==> src/rtl/ysyx_22040237_pkg.sv <==
// Shared widths, FSM encoding and buffer entry layout for the ysyx_22040237 core.
package ysyx_22040237_pkg;

  localparam int unsigned REG_WIDTH  = 64;
  localparam int unsigned INST_WIDTH = 32;

  typedef enum logic [1:0] {
    IDLE = 2'd0,
    REQ  = 2'd1,
    WAIT = 2'd2,
    HALT = 2'd3
  } ifu_state_e;

  typedef struct packed {
    logic [REG_WIDTH-1:0]  pc;
    logic [INST_WIDTH-1:0] inst;
    logic                  err;
  } fetch_entry_t;

endpackage

==> src/rtl/ysyx_22040237_ifu_fifo.sv <==
// Fetch output buffer: circular FIFO with clear, accepts push+pop together when full.
module ysyx_22040237_ifu_fifo
  import ysyx_22040237_pkg::*;
#(
  parameter int unsigned DEPTH = 2
) (
  input  logic                             clk,
  input  logic                             rst,
  input  logic                             clear,
  input  logic                             push,
  input  fetch_entry_t                     push_data,
  input  logic                             pop,
  output fetch_entry_t                     head,
  output logic [$clog2(DEPTH + 1)-1:0]     count,
  output logic                             empty
);

  localparam int unsigned CW = $clog2(DEPTH + 1);
  localparam int unsigned PW = (DEPTH > 1) ? $clog2(DEPTH) : 1;

  fetch_entry_t   mem [DEPTH];
  logic [PW-1:0]  wr_ptr, rd_ptr;
  logic           full, do_push, do_pop;

  function automatic logic [PW-1:0] ptr_inc(input logic [PW-1:0] p);
    return (p == PW'(DEPTH - 1)) ? '0 : p + 1'b1;
  endfunction

  assign empty   = (count == '0);
  assign full    = (count == CW'(DEPTH));
  // clear takes priority so an entry pushed in a flush cycle is discarded
  assign do_pop  = pop && !empty && !clear;
  assign do_push = push && !clear && (!full || do_pop);
  assign head    = mem[rd_ptr];

  always_ff @(posedge clk) begin
    if (do_push) mem[wr_ptr] <= push_data;
  end

  always_ff @(posedge clk or negedge rst) begin
    if (!rst) begin
      wr_ptr <= '0;
      rd_ptr <= '0;
      count  <= '0;
    end else if (clear) begin
      wr_ptr <= '0;
      rd_ptr <= '0;
      count  <= '0;
    end else begin
      if (do_push) wr_ptr <= ptr_inc(wr_ptr);
      if (do_pop)  rd_ptr <= ptr_inc(rd_ptr);
      if (do_push && !do_pop)      count <= count + 1'b1;
      else if (do_pop && !do_push) count <= count - 1'b1;
    end
  end

endmodule

==> src/rtl/ysyx_22040237_ifu.sv <==
// Instruction fetch unit: single-outstanding imem requests feeding a small decode buffer.
module ysyx_22040237_ifu
  import ysyx_22040237_pkg::*;
#(
  parameter int unsigned FIFO_DEPTH = 2
) (
  input  logic                  clk,
  input  logic                  rst,
  input  logic [REG_WIDTH-1:0]  pc_i,
  input  logic                  flush_i,
  output logic                  pc_stall_o,
  output logic                  imem_req_valid_o,
  input  logic                  imem_req_ready_i,
  output logic [REG_WIDTH-1:0]  imem_req_addr_o,
  input  logic                  imem_rsp_valid_i,
  input  logic [INST_WIDTH-1:0] imem_rsp_data_i,
  input  logic                  imem_rsp_err_i,
  output logic                  inst_valid_o,
  input  logic                  inst_ready_i,
  output logic [INST_WIDTH-1:0] inst_o,
  output logic [REG_WIDTH-1:0]  inst_pc_o,
  output logic                  inst_err_o
);

  localparam int unsigned CW = $clog2(FIFO_DEPTH + 1);

  ifu_state_e           state, state_next;
  logic [REG_WIDTH-1:0] addr;
  logic                 drop;
  logic                 misaligned, has_space, push, pop, empty;
  fetch_entry_t         push_data, head;
  logic [CW-1:0]        count;

  assign misaligned = (pc_i[1:0] != 2'b00);
  assign has_space  = (count < CW'(FIFO_DEPTH));
  assign pop        = inst_valid_o && inst_ready_i;

  ysyx_22040237_ifu_fifo #(
    .DEPTH (FIFO_DEPTH)
  ) u_fifo (
    .clk       (clk),
    .rst       (rst),
    .clear     (flush_i),
    .push      (push),
    .push_data (push_data),
    .pop       (pop),
    .head      (head),
    .count     (count),
    .empty     (empty)
  );

  assign inst_valid_o    = !empty;
  assign inst_o          = head.inst;
  assign inst_pc_o       = head.pc;
  assign inst_err_o      = head.err;
  assign imem_req_addr_o = addr;

  always_ff @(posedge clk or negedge rst) begin
    if (!rst) state <= IDLE;
    else      state <= state_next;
  end

  always_comb begin
    state_next = state;
    unique case (state)
      IDLE: begin
        // misaligned PCs also wait for buffer space so the error entry is never lost
        if (!flush_i && has_space) state_next = misaligned ? HALT : REQ;
      end
      REQ:  if (imem_req_ready_i) state_next = WAIT;
      WAIT: if (imem_rsp_valid_i) state_next = IDLE;
      HALT: if (flush_i)          state_next = IDLE;
      default: state_next = IDLE;
    endcase
  end

  always_comb begin
    imem_req_valid_o = 1'b0;
    push             = 1'b0;
    push_data        = '0;
    pc_stall_o       = 1'b1;
    unique case (state)
      IDLE: begin
        if (!flush_i && has_space && misaligned) begin
          push      = 1'b1;
          push_data = '{pc: pc_i, inst: '0, err: 1'b1};
        end
      end
      REQ:  imem_req_valid_o = 1'b1;
      WAIT: begin
        if (imem_rsp_valid_i && !drop) begin
          push       = !flush_i;
          push_data  = '{pc: addr, inst: imem_rsp_data_i, err: imem_rsp_err_i};
          pc_stall_o = 1'b0;
        end
      end
      default: ;
    endcase
    if (flush_i) pc_stall_o = 1'b0;
  end

  // drop marks the single outstanding response as stale; a response consumed in
  // the flush cycle itself is already discarded, so it must not arm drop
  always_ff @(posedge clk or negedge rst) begin
    if (!rst) begin
      addr <= '0;
      drop <= 1'b0;
    end else begin
      if (state == IDLE && state_next == REQ) addr <= pc_i;
      if (state == REQ && flush_i) drop <= 1'b1;
      else if (state == WAIT) begin
        if (imem_rsp_valid_i) drop <= 1'b0;
        else if (flush_i)     drop <= 1'b1;
      end
    end
  end

endmodule

==> config.mk <==
export PLATFORM = sky130hd
export DESIGN_NAME = ysyx_22040237_ifu
export DESIGN_NICKNAME = d
export VERILOG_FILES = /design/src/rtl/ysyx_22040237_pkg.sv /design/src/rtl/ysyx_22040237_ifu_fifo.sv /design/src/rtl/ysyx_22040237_ifu.sv
export SDC_FILE = /design/constraint.sdc
export NUM_CORES = 1
export LEC_CHECK = 0
export ABC_AREA = 1
export ABC_CLOCK_PERIOD_IN_PS = 6450
export CELL_PAD_IN_SITES_DETAIL_PLACEMENT = 1
export CELL_PAD_IN_SITES_GLOBAL_PLACEMENT = 1
export CORE_ASPECT_RATIO = 0.5
export CORE_MARGIN = 5
export CORE_UTILIZATION = 39
export CTS_BUF_LIST = sky130_fd_sc_hd__clkbuf_8
export DETAILED_ROUTE_END_ITERATION = 10
export PLACE_DENSITY_LB_ADDON = 0.1
export SLEW_MARGIN = 10
export SYNTH_ARGS = -nofsm -noshare
export SYNTH_HDL_FRONTEND = slang
export SYNTH_SLANG_ARGS = --single-unit
==> constraint.sdc <==
create_clock -name clk -period 6.45 [get_ports clk]
set_input_delay 1.29 -clock clk [delete_from_list [all_inputs] [get_ports clk]]
set_output_delay 1.29 -clock clk [all_outputs]
set_load 0.01 [all_outputs]
==> run_results.csv <==
group,metric,value,unit
status,status,"finished, final reports clean",
floorplan,start_util,39.56,%
placed_design,place_area,0.01388,mm²
critical_path,critPathCapture,"inst_pc_o[43]",
floorplan,dieWidth,246.9,µm
timing,setup_viol,0,
clock_tree,cts_tree,"done",
synth,synthesis.nets,1162,
drt,dr_total_vias,8209,
timing,hold_viol,0,
drt,wl_met2,16430,µm
clock_tree,numCtsBuffers,41,
floorplan,core,0.02765,mm²
critical_path,crit_fanout,50,
critical_path,crit_path_start,"u_fifo.rd_ptr$_DFFE_PN0P_",
clock_tree,path_clk_slew,0.07,ns
timing,post-route-period-util,71.29,%
critical_path,cpPeakStageDelay,0.78,ns
min_path,hold_path_class,"flop to flop",
critical_path,startpoint_type,"flop",
drt,avgRoutedWirePerCell,17.99,µm
timing,rsz0062_at_grt,"no",
clock_tree,cts_sinks,265,
power_and_ir_drop,power_switching,2048,µW
flow_run,drv_cap,0,
synth,yosysTopAreaCellShare,53.25,%
critical_path,crit_chain,"clkinv_2, buf_4, nand2_1, nand2_1, clkdlybuf4s50_1",
critical_path,cp.arrival,3.31,ns
synth,synth_area_leaders,"edfxtp_1 53%, dfrtp_1 16%, nand2_1 16%",
power_and_ir_drop,intPower,3960,µW
cells_and_area,stdcell_area,0.01468,mm²
clock_tree,root_buffer,"clkbuf_8",
synth,synthArstFlopShare,26.79,%
drt,top_layer,"met5",
global_routing,grtUsageTotal,19.47,%
global_routing,grt_first_pass_wirelength,48420,µm
timing,tightest_slew,1.080,ns
cells_and_area,syn2layout_area_growth,34.20,%
floorplan,rows,43,
drt,drt_iter0_markers,373,
placed_design,hpwl,19730,µm
critical_path,timing.rr.end,"u_fifo.mem[0][80]$_DFFE_PP_",
timing,clock_skew,0.02666,ns
cells_and_area,nFillCells,3048,
power_and_ir_drop,powerDensity,409.2,mW/mm²
timing,maxSlewHeadroom,27.95,%
drt,wl_met3,1561,µm
clock_tree,cts_resized,0,
synth,ys_types,21,
drt,wirelength,31260,µm
synth,ys_seq_elements,265,
synth,ys_warn_count,0,
synth,ys.flop_type,"edfxtp_1",
synth,synth_common_cells,"472 x nand2_1, 194 x edfxtp_1, 96 x o21ai_1, 77 x inv_1, 71 x dfrtp_1",
synth,synth_area_per_cell,10.33,µm²
clock_tree,hold_buffers,0,
critical_path,r2r_slack,3.74,ns
placed_design,place_congestion,0.7409,
clock_tree,cts_max_level,2,
timing,hold_ws,0.5103,ns
placed_design,placement.io_buffers,266,
power_and_ir_drop,leakage,0.006048,µW
synth,netlist_area,0.01094,mm²
power_and_ir_drop,clockPowerShare,23.0,%
critical_path,critPathSlowestCell,"clkinv_2",
critical_path,crit_type,"flop to primary output",
timing,fmax,217.5,MHz
cells_and_area,n_antenna_cell,0,
cells_and_area,drive_above_1_share,6.121,%
cells_and_area,postLayoutCoreUtil,53.09,%
clock_tree,post_cts_buffers,0,
drt,viasPerCell,4.723,
synth,synthCells,1059,
power_and_ir_drop,netSwitchingFraction,34.09,%
critical_path,reg2regPathDepth,6,
global_routing,grt_max_degree,98,
clock_tree,clk_latency,0.56,ns
drt,drc,0,
timing,period_minus_slack,4.598,ns
drt,first_pass_iters,4,
drt,postRouteAntennaNets,0,
critical_path,endpoint_kind,"primary output",
power_and_ir_drop,p_comb_share,35.4,%
synth,ys_seq_area_share,69.49,%
clock_tree,clock_path_buffers,3,
timing,maxSlewViolCount,0,
global_routing,grt_pass1_vias,8948,
floorplan,ioPinCount,267,
floorplan,die_area,0.03171,mm²
power_and_ir_drop,seqPwrFrac,41.6,%
cells_and_area,nNetsFinal,1426,
synth,synth_edf_count,194,
critical_path,cp_common_cell,"nand2_1",
power_and_ir_drop,peakVddDrop,0.2359,mV
drt,wl_met1,12420,µm
global_routing,grt_overflow_total,0,
floorplan,die_y,128.4,µm
critical_path,r2r-start,"drop$_DFFE_PN0P_",
global_routing,antenna_found_initial,2,
synth,synthMostInstantiatedCell,"nand2_1",
critical_path,cp.required,5.16,ns
synth,yosysTopAreaCell,"edfxtp_1",
==> worst min path at each step <==
stage	start	endpoint	cells past startpoint
after floorplan	u_fifo.wr_ptr$_DFFE_PN0P_	u_fifo.wr_ptr$_DFFE_PN0P_	1
after global placement	imem_req_addr_o[1]$_DFFE_PN0P_	imem_req_addr_o[1]$_DFFE_PN0P_	2
after detailed placement	imem_req_addr_o[0]$_DFFE_PN0P_	imem_req_addr_o[0]$_DFFE_PN0P_	2
after CTS	imem_req_addr_o[3]$_DFFE_PN0P_	imem_req_addr_o[3]$_DFFE_PN0P_	2
after global routing	imem_req_addr_o[52]$_DFFE_PN0P_	imem_req_addr_o[52]$_DFFE_PN0P_	2
final	imem_req_addr_o[0]$_DFFE_PN0P_	imem_req_addr_o[0]$_DFFE_PN0P_	2
==> power by group through the flow <==
stage / combinational [µW] / clock, µW / sequential, µW
after detailed placement: 2180 / 0 / 2540
after global placement: 2130 / 0 / 2510
after floorplan: 878 / 0 / 2570
after global routing: 2330 / 1510 / 2540
final: 2130 / 1380 / 2500
after CTS: 2190 / 1430 / 2500
==> registers in the layout, summed over array words and instances, names as in the netlist <==
| name | flops |
|---|---|
| u_fifo.rd_ptr | 1 |
| drop | 1 |
| state | 2 |
| u_fifo.mem | 194 |
| imem_req_addr_o | 64 |
| u_fifo.count | 2 |
| u_fifo.wr_ptr | 1 |
==> placed cells by master, fill, tap and decap left out <==
master           Yosys  final
clkinvlp_4           0      1
nand4_4              1      1
a21oi_1              1      1
dfrtp_1             71     70
dfrtp_4              0      1
clkinv_1             0      2
clkinv_2             0      7
nand3_2              4      4
clkdlybuf4s50_1      0    265
inv_2                3      2
nor2_2               1      1
nor2_4               3      5
nand2_2              1      1
o21ai_1             96     96
clkbuf_8             0     50
nand2_1            472    472
inv_1               77     94
nand3_1              7      7
nand4_1              2      2
o21ai_0             36     36
edfxtp_1           194    194
buf_12               0      2
o211ai_1             1      1
buf_4                2      8
nor2_1              35     33
==> area by class of cell <==
type	count	area [µm²]	area share [%]
flip-flops and latches	265	7606	51.81
repair buffers	275	2753	18.75
multi-input cells	660	2746	18.71
clock buffers	50	688.2	4.687
well taps	382	478.0	3.255
inverters	80	301.5	2.054
clock inverters	26	108.9	0.7414
==> cell families (layout without fill, tap and decap cells) <==
group	after synthesis	count (layout)	synth area share, %
and+or+nand+nor	526	526	18.81
DFF	265	265	69.49
AOI/OAI and AO/OA	134	134	6.153
buffers and inverters	134	431	5.547
==> routing by layer <==
layer  global-route usage (%)  vias up
li1                         -     3973
met1                    21.91     4011
met2                    36.52      159
met3                    5.127       62
met4                    5.998        4
met5                        0        -
==> metrics by stage <==
| stage | instances | setup TNS (ns) | setup slack, ns | total power, µW |
|---|---|---|---|---|
| finish | 1738 | 0 | 1.852 | 6008 |
| global route | 1738 | 0 | 1.565 | 6383 |
| CTS | 1738 | 0 | 1.722 | 6128 |
| detailed placement | 1662 | 0 | 1.886 | 4714 |
| global placement | 1662 | 0 | 1.919 | 4637 |
| floorplan | 1059 | -4.026 | -0.02075 | 3453 |
==> critical path, delay by kind of cell, from the launching register on <==
kind	cells	cell delay, ns
and+or+nand+nor	2	0.16
buffers and inverters	3	1.83
DFF	1	0.73
(Power assumes the default switching activity.)
